===== src/rtl/uart_reg_bridge_pkg.sv =====
// Shared definitions for the UART register bridge: FSM state encoding,
// response bytes, default command codes and the frame checksum helper.
package uart_bridge_pkg;

    localparam logic [2:0] ST_IDLE      = 3'd0;
    localparam logic [2:0] ST_ADDR      = 3'd1;
    localparam logic [2:0] ST_DATA      = 3'd2;
    localparam logic [2:0] ST_CHK       = 3'd3;
    localparam logic [2:0] ST_EXEC      = 3'd4;
    localparam logic [2:0] ST_RDATA     = 3'd5;
    localparam logic [2:0] ST_RESP      = 3'd6;
    localparam logic [2:0] ST_RESP_WAIT = 3'd7;

    localparam logic [7:0] RESP_OK     = 8'h4B;
    localparam logic [7:0] RESP_BADCMD = 8'h3F;
    localparam logic [7:0] RESP_BADCHK = 8'h21;

    localparam logic [7:0] DEF_CMD_WR = 8'h57;
    localparam logic [7:0] DEF_CMD_RD = 8'h52;

    // Running frame checksum: XOR of every byte seen so far in the frame.
    function automatic logic [7:0] chk_accum(input logic [7:0] acc, input logic [7:0] b);
        return acc ^ b;
    endfunction

endpackage


===== src/rtl/uart_reg_bridge_timeout.sv =====
// Inter-byte timeout counter for the register bridge: cleared by the FSM,
// counts while enabled and flags expiry at LIMIT-1 (LIMIT of 0 never expires).
module bridge_timeout #(
    parameter logic [15:0] LIMIT = 16'd50000
) (
    input  logic clock,
    input  logic reset,
    input  logic clear,
    input  logic enable,
    output logic expire
);

    logic [15:0] count_r;

    assign expire = enable && (LIMIT != 16'd0) && (count_r == (LIMIT - 16'd1));

    // Count idle cycles between bytes; hold once expired until the FSM clears us.
    always_ff @(posedge clock or negedge reset) begin
        if (!reset) begin
            count_r <= 16'd0;
        end else if (clear) begin
            count_r <= 16'd0;
        end else if (enable && !expire) begin
            count_r <= count_r + 16'd1;
        end else begin
            count_r <= count_r;
        end
    end

endmodule


===== src/rtl/uart_reg_bridge.sv =====
// Binary register-access responder behind a UART (W addr data / R addr).
// Define UART_REG_BRIDGE_CHKSUM_EN to require a trailing XOR checksum byte.
module uart_reg_bridge
    import uart_bridge_pkg::*;
#(
    parameter logic [15:0] TIMEOUT_CYCLES = 16'd50000,
    parameter logic [7:0]  CMD_WR         = DEF_CMD_WR,
    parameter logic [7:0]  CMD_RD         = DEF_CMD_RD
) (
    input  logic       clock,
    input  logic       reset,
    input  logic [7:0] rx_data,
    input  logic       new_rx_data,
    output logic [7:0] tx_data,
    output logic       new_tx_data,
    input  logic       tx_busy,
    output logic [7:0] reg_addr,
    output logic [7:0] reg_wdata,
    output logic       reg_wr,
    output logic       reg_rd,
    input  logic [7:0] reg_rdata,
    output logic       frame_err
);

    logic [2:0] state_r;
    logic       is_wr_r;
    logic [7:0] resp_r;
    logic       timed_s;
    logic       tmo_clear_s;
    logic       tmo_expire_s;
`ifdef UART_REG_BRIDGE_CHKSUM_EN
    logic [7:0] chk_r;
`endif

`ifdef UART_REG_BRIDGE_CHKSUM_EN
    assign timed_s = (state_r == ST_ADDR) || (state_r == ST_DATA) || (state_r == ST_CHK);
`else
    assign timed_s = (state_r == ST_ADDR) || (state_r == ST_DATA);
`endif
    assign tmo_clear_s = !timed_s || new_rx_data;

    bridge_timeout #(
        .LIMIT (TIMEOUT_CYCLES)
    ) u_timeout (
        .clock  (clock),
        .reset  (reset),
        .clear  (tmo_clear_s),
        .enable (timed_s),
        .expire (tmo_expire_s)
    );

    // Frame decoder, bus sequencer and response handshake. Bus strobes are
    // launched on the edge into EXEC so they are high for the EXEC cycle only.
    always_ff @(posedge clock or negedge reset) begin
        if (!reset) begin
            state_r     <= ST_IDLE;
            is_wr_r     <= 1'b0;
            resp_r      <= 8'h00;
            tx_data     <= 8'h00;
            new_tx_data <= 1'b0;
            reg_addr    <= 8'h00;
            reg_wdata   <= 8'h00;
            reg_wr      <= 1'b0;
            reg_rd      <= 1'b0;
            frame_err   <= 1'b0;
`ifdef UART_REG_BRIDGE_CHKSUM_EN
            chk_r       <= 8'h00;
`endif
        end else begin
            reg_wr      <= 1'b0;
            reg_rd      <= 1'b0;
            new_tx_data <= 1'b0;
            frame_err   <= 1'b0;
            case (state_r)
                ST_IDLE: begin
                    if (new_rx_data) begin
`ifdef UART_REG_BRIDGE_CHKSUM_EN
                        chk_r <= rx_data;
`endif
                        if ((rx_data == CMD_WR) || (rx_data == CMD_RD)) begin
                            is_wr_r <= (rx_data == CMD_WR);
                            state_r <= ST_ADDR;
                        end else begin
                            resp_r  <= RESP_BADCMD;
                            state_r <= ST_RESP;
                        end
                    end else begin
                        state_r <= ST_IDLE;
                    end
                end
                ST_ADDR: begin
                    if (new_rx_data) begin
                        reg_addr <= rx_data;
`ifdef UART_REG_BRIDGE_CHKSUM_EN
                        chk_r <= chk_accum(chk_r, rx_data);
                        state_r <= is_wr_r ? ST_DATA : ST_CHK;
`else
                        if (is_wr_r) begin
                            state_r <= ST_DATA;
                        end else begin
                            reg_rd  <= 1'b1;
                            state_r <= ST_EXEC;
                        end
`endif
                    end else if (tmo_expire_s) begin
                        frame_err <= 1'b1;
                        state_r   <= ST_IDLE;
                    end else begin
                        state_r <= ST_ADDR;
                    end
                end
                ST_DATA: begin
                    if (new_rx_data) begin
                        reg_wdata <= rx_data;
`ifdef UART_REG_BRIDGE_CHKSUM_EN
                        chk_r   <= chk_accum(chk_r, rx_data);
                        state_r <= ST_CHK;
`else
                        reg_wr  <= 1'b1;
                        state_r <= ST_EXEC;
`endif
                    end else if (tmo_expire_s) begin
                        frame_err <= 1'b1;
                        state_r   <= ST_IDLE;
                    end else begin
                        state_r <= ST_DATA;
                    end
                end
`ifdef UART_REG_BRIDGE_CHKSUM_EN
                ST_CHK: begin
                    if (new_rx_data) begin
                        if (rx_data == chk_r) begin
                            reg_wr  <= is_wr_r;
                            reg_rd  <= !is_wr_r;
                            state_r <= ST_EXEC;
                        end else begin
                            resp_r  <= RESP_BADCHK;
                            state_r <= ST_RESP;
                        end
                    end else if (tmo_expire_s) begin
                        frame_err <= 1'b1;
                        state_r   <= ST_IDLE;
                    end else begin
                        state_r <= ST_CHK;
                    end
                end
`endif
                ST_EXEC: begin
                    frame_err <= new_rx_data;
                    if (is_wr_r) begin
                        resp_r  <= RESP_OK;
                        state_r <= ST_RESP;
                    end else begin
                        state_r <= ST_RDATA;
                    end
                end
                ST_RDATA: begin
                    frame_err <= new_rx_data;
                    resp_r    <= reg_rdata;
                    state_r   <= ST_RESP;
                end
                ST_RESP: begin
                    frame_err <= new_rx_data;
                    if (!tx_busy) begin
                        tx_data     <= resp_r;
                        new_tx_data <= 1'b1;
                        state_r     <= ST_RESP_WAIT;
                    end else begin
                        state_r <= ST_RESP;
                    end
                end
                ST_RESP_WAIT: begin
                    // tx_busy lags new_tx_data by a cycle, so skip one before idling
                    frame_err <= new_rx_data;
                    state_r   <= ST_IDLE;
                end
                default: begin
                    state_r <= ST_IDLE;
                end
            endcase
        end
    end

endmodule


===== config.mk =====
export PLATFORM = sky130hd
export DESIGN_NAME = uart_reg_bridge
export DESIGN_NICKNAME = d
export VERILOG_FILES = /design/src/rtl/uart_reg_bridge_pkg.sv /design/src/rtl/uart_reg_bridge_timeout.sv /design/src/rtl/uart_reg_bridge.sv
export SDC_FILE = /design/constraint.sdc
export NUM_CORES = 1
export LEC_CHECK = 0
export BUFFER_PORTS_ARGS = -buffer_cell sky130_fd_sc_hd__buf_2
export CAP_MARGIN = 20
export CORE_MARGIN = 10
export CORE_UTILIZATION = 50
export CTS_BUF_LIST = sky130_fd_sc_hd__clkbuf_16
export DETAILED_ROUTE_END_ITERATION = 7
export PLACE_DENSITY = 0.73
export SETUP_SLACK_MARGIN = 0.05
export SLEW_MARGIN = 5
export SYNTH_ARGS = -nofsm -noshare
export SYNTH_HDL_FRONTEND = slang
export SYNTH_SLANG_ARGS = --single-unit

===== constraint.sdc =====
create_clock -name clock -period 5.25 [get_ports clock]
set_input_delay 0.2625 -clock clock [delete_from_list [all_inputs] [get_ports clock]]
set_output_delay 0.2625 -clock clock [all_outputs]
set_load 0.01 [all_outputs]

# ---- Word-level counts from Yosys, hierarchy flattened
# Index checks and enable logic that the tools add are counted.
dict set report totals {
  regBits 56
  input_bits 20
  output_inout_bits 28
  wordCells 68
}
dict set report op_classes {
  add_sub_neg 1
  eq_ne 12
  mux 26
  n_bitwise 1
  reduce_logical 17
}
# op count
set ops {}
lappend ops {{16-bit two-way mux} 2}
lappend ops {{8-bit two-way mux} 3}
lappend ops {{8-bit case mux with 3 select lines} 1}
lappend ops {{3-bit case mux with 6 select lines} 1}
lappend ops {{16-bit by 1-bit adder with 16-bit output, second input constant} 1}
lappend ops {{16-bit == test, second input constant} 1}
lappend ops {{8-bit by 7-bit == test with 1-bit output, second input constant} 2}
lappend ops {{3-bit two-way mux} 5}
lappend ops {{3-bit == test, second input constant} 4}
lappend ops {{1-bit two-way mux} 11}
lappend ops {{2-bit inequality test, second input constant} 3}
lappend ops {{2-bit AND reduction} 3}
lappend ops {{2-bit two-way mux} 2}
lappend ops {{4-bit AND reduction} 1}
lappend ops {{4-bit OR reduction} 1}
lappend ops {{3-bit by 1-bit == test with 1-bit output, second input constant} 1}
lappend ops {{3-bit by 2-bit == test with 1-bit output, second input constant} 1}
lappend ops {{3-bit logical NOT} 1}
lappend ops {{1-bit logical OR} 3}
lappend ops {{3-bit AND reduction} 1}
lappend ops {{3-bit nonzero test} 1}
lappend ops {{1-bit logical AND} 2}
lappend ops {{1-bit logical NOT} 2}
lappend ops {{1-bit case mux with 2 select lines} 1}
lappend ops {{3 further kinds} 3}

# ---- Longest topological paths before layout
dict set report logic_depth {
  word_depth 7
  depth_mapped 6
  ltp_nobuf 5
}

# ---- By module
# A second synthesis with hierarchy kept.
dict set report unflattened {
  hier_cells 230
  area_unflattened_um2 2652.5
}
# module n_inst cells_per_inst area_each_um2 seq_area_each_um2
set by_module_without_submodules {}
lappend by_module_without_submodules {uart_reg_bridge 1 128 1704.1 1001.0}
lappend by_module_without_submodules {bridge_timeout 1 102 948.4 400.4}

# ---- Worst setup path before layout
# No wires, ideal clock.
dict set report synth_timing {
  path_kind {flip-flop to flip-flop}
  from {reg u_timeout.count_r[12]}
  to {reg u_timeout.count_r[1]}
  setup_time_ns 0.132
  arrival_ns 1.721
  required_time_ns 5.118
  path_slack_ns 3.397
  path_stages_with_launch 6
  n_path_buf 1
  period_less_slack_ns 1.853
  path_cell_list {dfrtp_1 or4b_1 or4_1 clkbuf_2 mux2i_1 nor2_1}
}
dict set report synth_via {
  elab_chain_cells 5
}
# item line_no
set synth_lines {}
lappend synth_lines {{start, declared} uart_reg_bridge_timeout.sv:13} ;# logic [15:0] count_r;
lappend synth_lines {{start signal, assigned} uart_reg_bridge_timeout.sv:24} ;# count_r <= count_r + 16'd1;
lappend synth_lines {{start signal, assigned} uart_reg_bridge_timeout.sv:26} ;# count_r <= count_r;
lappend synth_lines {{16-bit == test} uart_reg_bridge_timeout.sv:15} ;# assign expire = enable && (LIMIT != 16'd0) && (count_r == (LIMIT - 16'd1));
lappend synth_lines {{1-bit logical AND} uart_reg_bridge_timeout.sv:15}
lappend synth_lines {{1-bit logical NOT} uart_reg_bridge_timeout.sv:23} ;# end else if (enable && !expire) begin
lappend synth_lines {{1-bit logical AND} uart_reg_bridge_timeout.sv:23}
lappend synth_lines {{2-bit nonzero test (no line)} -}
# No other way between the ends.
# A chain may end at the register's enable or synchronous reset.

# ---- Worst setup path after layout
dict set report layout_timing {
  from {reg u_timeout.count_r[0]}
  to {reg u_timeout.count_r[0]}
}
dict set report layout_via {
  elab_chain_cells 5
  elab_cells_between_ends 8
  classes_between {1 x add/sub; 1 x eq/ne; 2 x mux; 4 x reduce/logical}
}
# item
set layout_lines {}
lappend layout_lines {{branches (longest 5 deep; another with 16-bit by 1-bit adder with 16-bit output)}}
# Parallel ways; which one is timed is not known. The select of a mux whose other input is x is not followed.

==> flow_summary.ini <==
[outcome]
status = completed

[synthesis]
ys_seq_area_frac = 0.573
synth_area_um2 = 2440
syn_area_per_cell_um2 = 11.6
synthArstFlopShare = 1.00
ys_ff_latch = 56
synth.distinct_cells = 39
synth.top_cell.area_share = 0.573
synth_compound_area_frac = 0.0814
synth_nets = 232
synthSimpleGateAreaFrac = 0.161
netlist_top_cells_area = dfrtp_1 57%, mux2_2 11%, xnor2_1 3.6%
synthXorXnorAreaFrac = 0.0358
synthCells = 211
synth_area_leader_cell = dfrtp_1
yosysWarningCount = 0
synthAdderAreaFrac = 0.00512
synth_top_family_by_area = simple AND/OR/NAND/NOR gates
synth_top_flop_cell = dfrtp_1
synth_mux_area_frac = 0.119
synth_edf_count = 0

[detailed_routing]
top_layer = met4
num_vias = 1707
wl_met2_um = 2300
ant_nets = 0
drtIter0Drc = 131
wl_met3_um = 324
drcViolationCount = 0
wl_met1_um = 2290
routedWlPerCell_um = 15.2
viasPerCell = 5.20
wirelength_um = 4980
drt_pass1_iterations = 4

[worst_setup_path]
crit_fanout = 11
critPathCaptureType = flop
start_kind = flop
path_class = flop to flop
cp.required_ns = 5.40
crit_chain = ha_1, nand3_1, or4_1, xnor2_1, nor2_1
crit_family = simple AND/OR/NAND/NOR gates
cp_num_buf_inv = 0
slowest_stage = or4_1
max_stage_delay_ns = 0.72
arrival_ns = 2.13

[timing]
finalSetupViolations = 0
skew_ns = 0.00507
slew_viol_final = 0
finalCritPeriodShare = 0.377
period_needed_ns = 1.98
final-hold-violation-count = 0
fmax_mhz = 505
relSlewSlack = 0.518
setup-tns-final_ns = 0
fin_ws_ns = 3.27
rsz0062_at_grt = no
worstMarginPinSlew_ns = 0.720

[clock_tree]
clkSlewWorstSetupHoldPaths_ns = 0.06
cts-resized-gates = 0
cts-root-buf = clkbuf_16
cts_tree = done
cts_made_buffers = 5
postCtsSetupBuffers = 0
hold_buffers = 0
insertion_delay_ns = 0.29
cts.sinks = 56
max-clock-path-buffers = 2
htree_levels = 2

[layout]
final-seq-area_um2 = 1400
drive_gt1_frac = 0.314
fin_nets = 281
fillers = 399
diodes = 0
multi_input_area_um2 = 983
area_growth_pct = 18.2

[min_path]
min_path_type = input port to async pin

[floorplanning]
start_util = 0.517
io_pins = 48
fp.dieH_um = 89.9
rows = 25
dieArea_um2 = 8080
die_w_um = 89.9
coreArea_um2 = 4720

[placed_design]
finalWeightedCongestion = 0.824
pre_cts_slack_ns = 3.27
io_buffers = 47
place_hpwl_um = 3570

[global_route]
grt_antenna_before_repair = 0
grt_pass1_vias = 1832
grt_overflow_total = 0
grt_pass1_wl_um = 8780
grt_max_degree = 57
grt_usage = 0.127

[pwr]
p_leak_nw = 1.23
cellPowerDensity_nw_per_um2 = 482
ir_worst_vdd_mv = 0.274

[job]
drv_cap = 0
## state kept, by name (all words and copies together), names as in the netlist
| name | flops |
|---|---|
| frame_err | 1 |
| is_wr_r | 1 |
| new_tx_data | 1 |
| reg_addr | 8 |
| reg_rd | 1 |
| reg_wdata | 8 |
| reg_wr | 1 |
| resp_r | 8 |
| state_r | 3 |
| tx_data | 8 |
| u_timeout.count_r | 16 |
## power breakdown
| group | switching [mW] | total (mW) | internal [mW] | leakage, nW |
|---|---|---|---|---|
| clock | 0.139 | 0.312 | 0.173 | 0.0687 |
| sequential | 0.0847 | 0.652 | 0.567 | 0.691 |
| combinational | 0.207 | 0.428 | 0.221 | 0.469 |
| total | 0.431 | 1.39 | 0.961 | 1.23 |
## logic make-up after synthesis
kind of cell,count (synthesis)
XOR/XNOR,10
flip-flops,56
AO/OA/AOI/OAI,31
buffers and inverters,15
AND/OR/NAND/NOR,72
multiplexers,26
adder cells (fa/ha/maj),1
## path summary, 6_finish.rpt
| check | startpoint | end | slack, ns | cells after the start |
|---|---|---|---|---|
| setup / recovery | u_timeout.count_r[0] | u_timeout.count_r[0] | 3.27 | 5 |
| hold / removal | reset | resp_r[3] | 0.09 | 2 |
| setup reg to reg | u_timeout.count_r[0] | u_timeout.count_r[0] | 3.27 | 5 |
| hold reg to reg | resp_r[0] | resp_r[0] | 0.48 | 1 |
| max in group asynchronous | reset | u_timeout.count_r[6] | 4.69 | 2 |
| min in group clock | reg_rdata[0] | resp_r[0] | 0.21 | 2 |
## synth_stat cells (all sizes together) (5+ instances only)
cell / instances
a21oi: 8
clkbuf: 6
dfrtp: 56
inv: 8
mux2: 24
nand2: 9
nand2b: 5
nand3: 6
nor2: 19
nor3: 5
o21ai: 9
or3: 5
xnor2: 10
## layout by cell type (no fill, tap or decap), types with 5 or more instances in the layout
cell	n
dfrtp_1	56
buf_2	47
mux2_2	24
nor2_1	19
xnor2_1	10
nand2_1	9
inv_1	9
a21oi_1	8
o21ai_0	8
nand3_1	6
nand2b_1	5
or3_1	5
nor3_1	5
clkbuf_16	5
## per-layer routing
metal / track usage / vias up
li1: - / 852
met1: 0.159 / 809
met5: 0 / -
met4: 0.0385 / 0
met3: 0.0482 / 5
met2: 0.200 / 41
## metrics by stage
| step | cell area, um^2 | hold slack (ns) | power (mW) | instances | utilization |
|---|---|---|---|---|---|
| after floorplan | 2440 | -0.0331 | 0.929 | 211 | - |
| after global placement | 2750 | 0.436 | 1.08 | 320 | 0.582 |
| after detailed placement | 2750 | 0.436 | 1.10 | 320 | 0.582 |
| after CTS | 2890 | 0.130 | 1.42 | 328 | 0.612 |
| after global routing | 2890 | 0.159 | 1.49 | 328 | 0.612 |
| final | 2890 | 0.0901 | 1.39 | 328 | 0.612 |
## final cells by class
class,count,area share
Inverter,8,0.0104
Timing Repair Buffer,49,0.0866
Sequential cell,56,0.485
Clock buffer,5,0.0433
Multi-Input combinational cell,140,0.340
Clock inverter,3,0.00520
Tap cell,67,0.0290
Power figures use the tool's default switching activity.
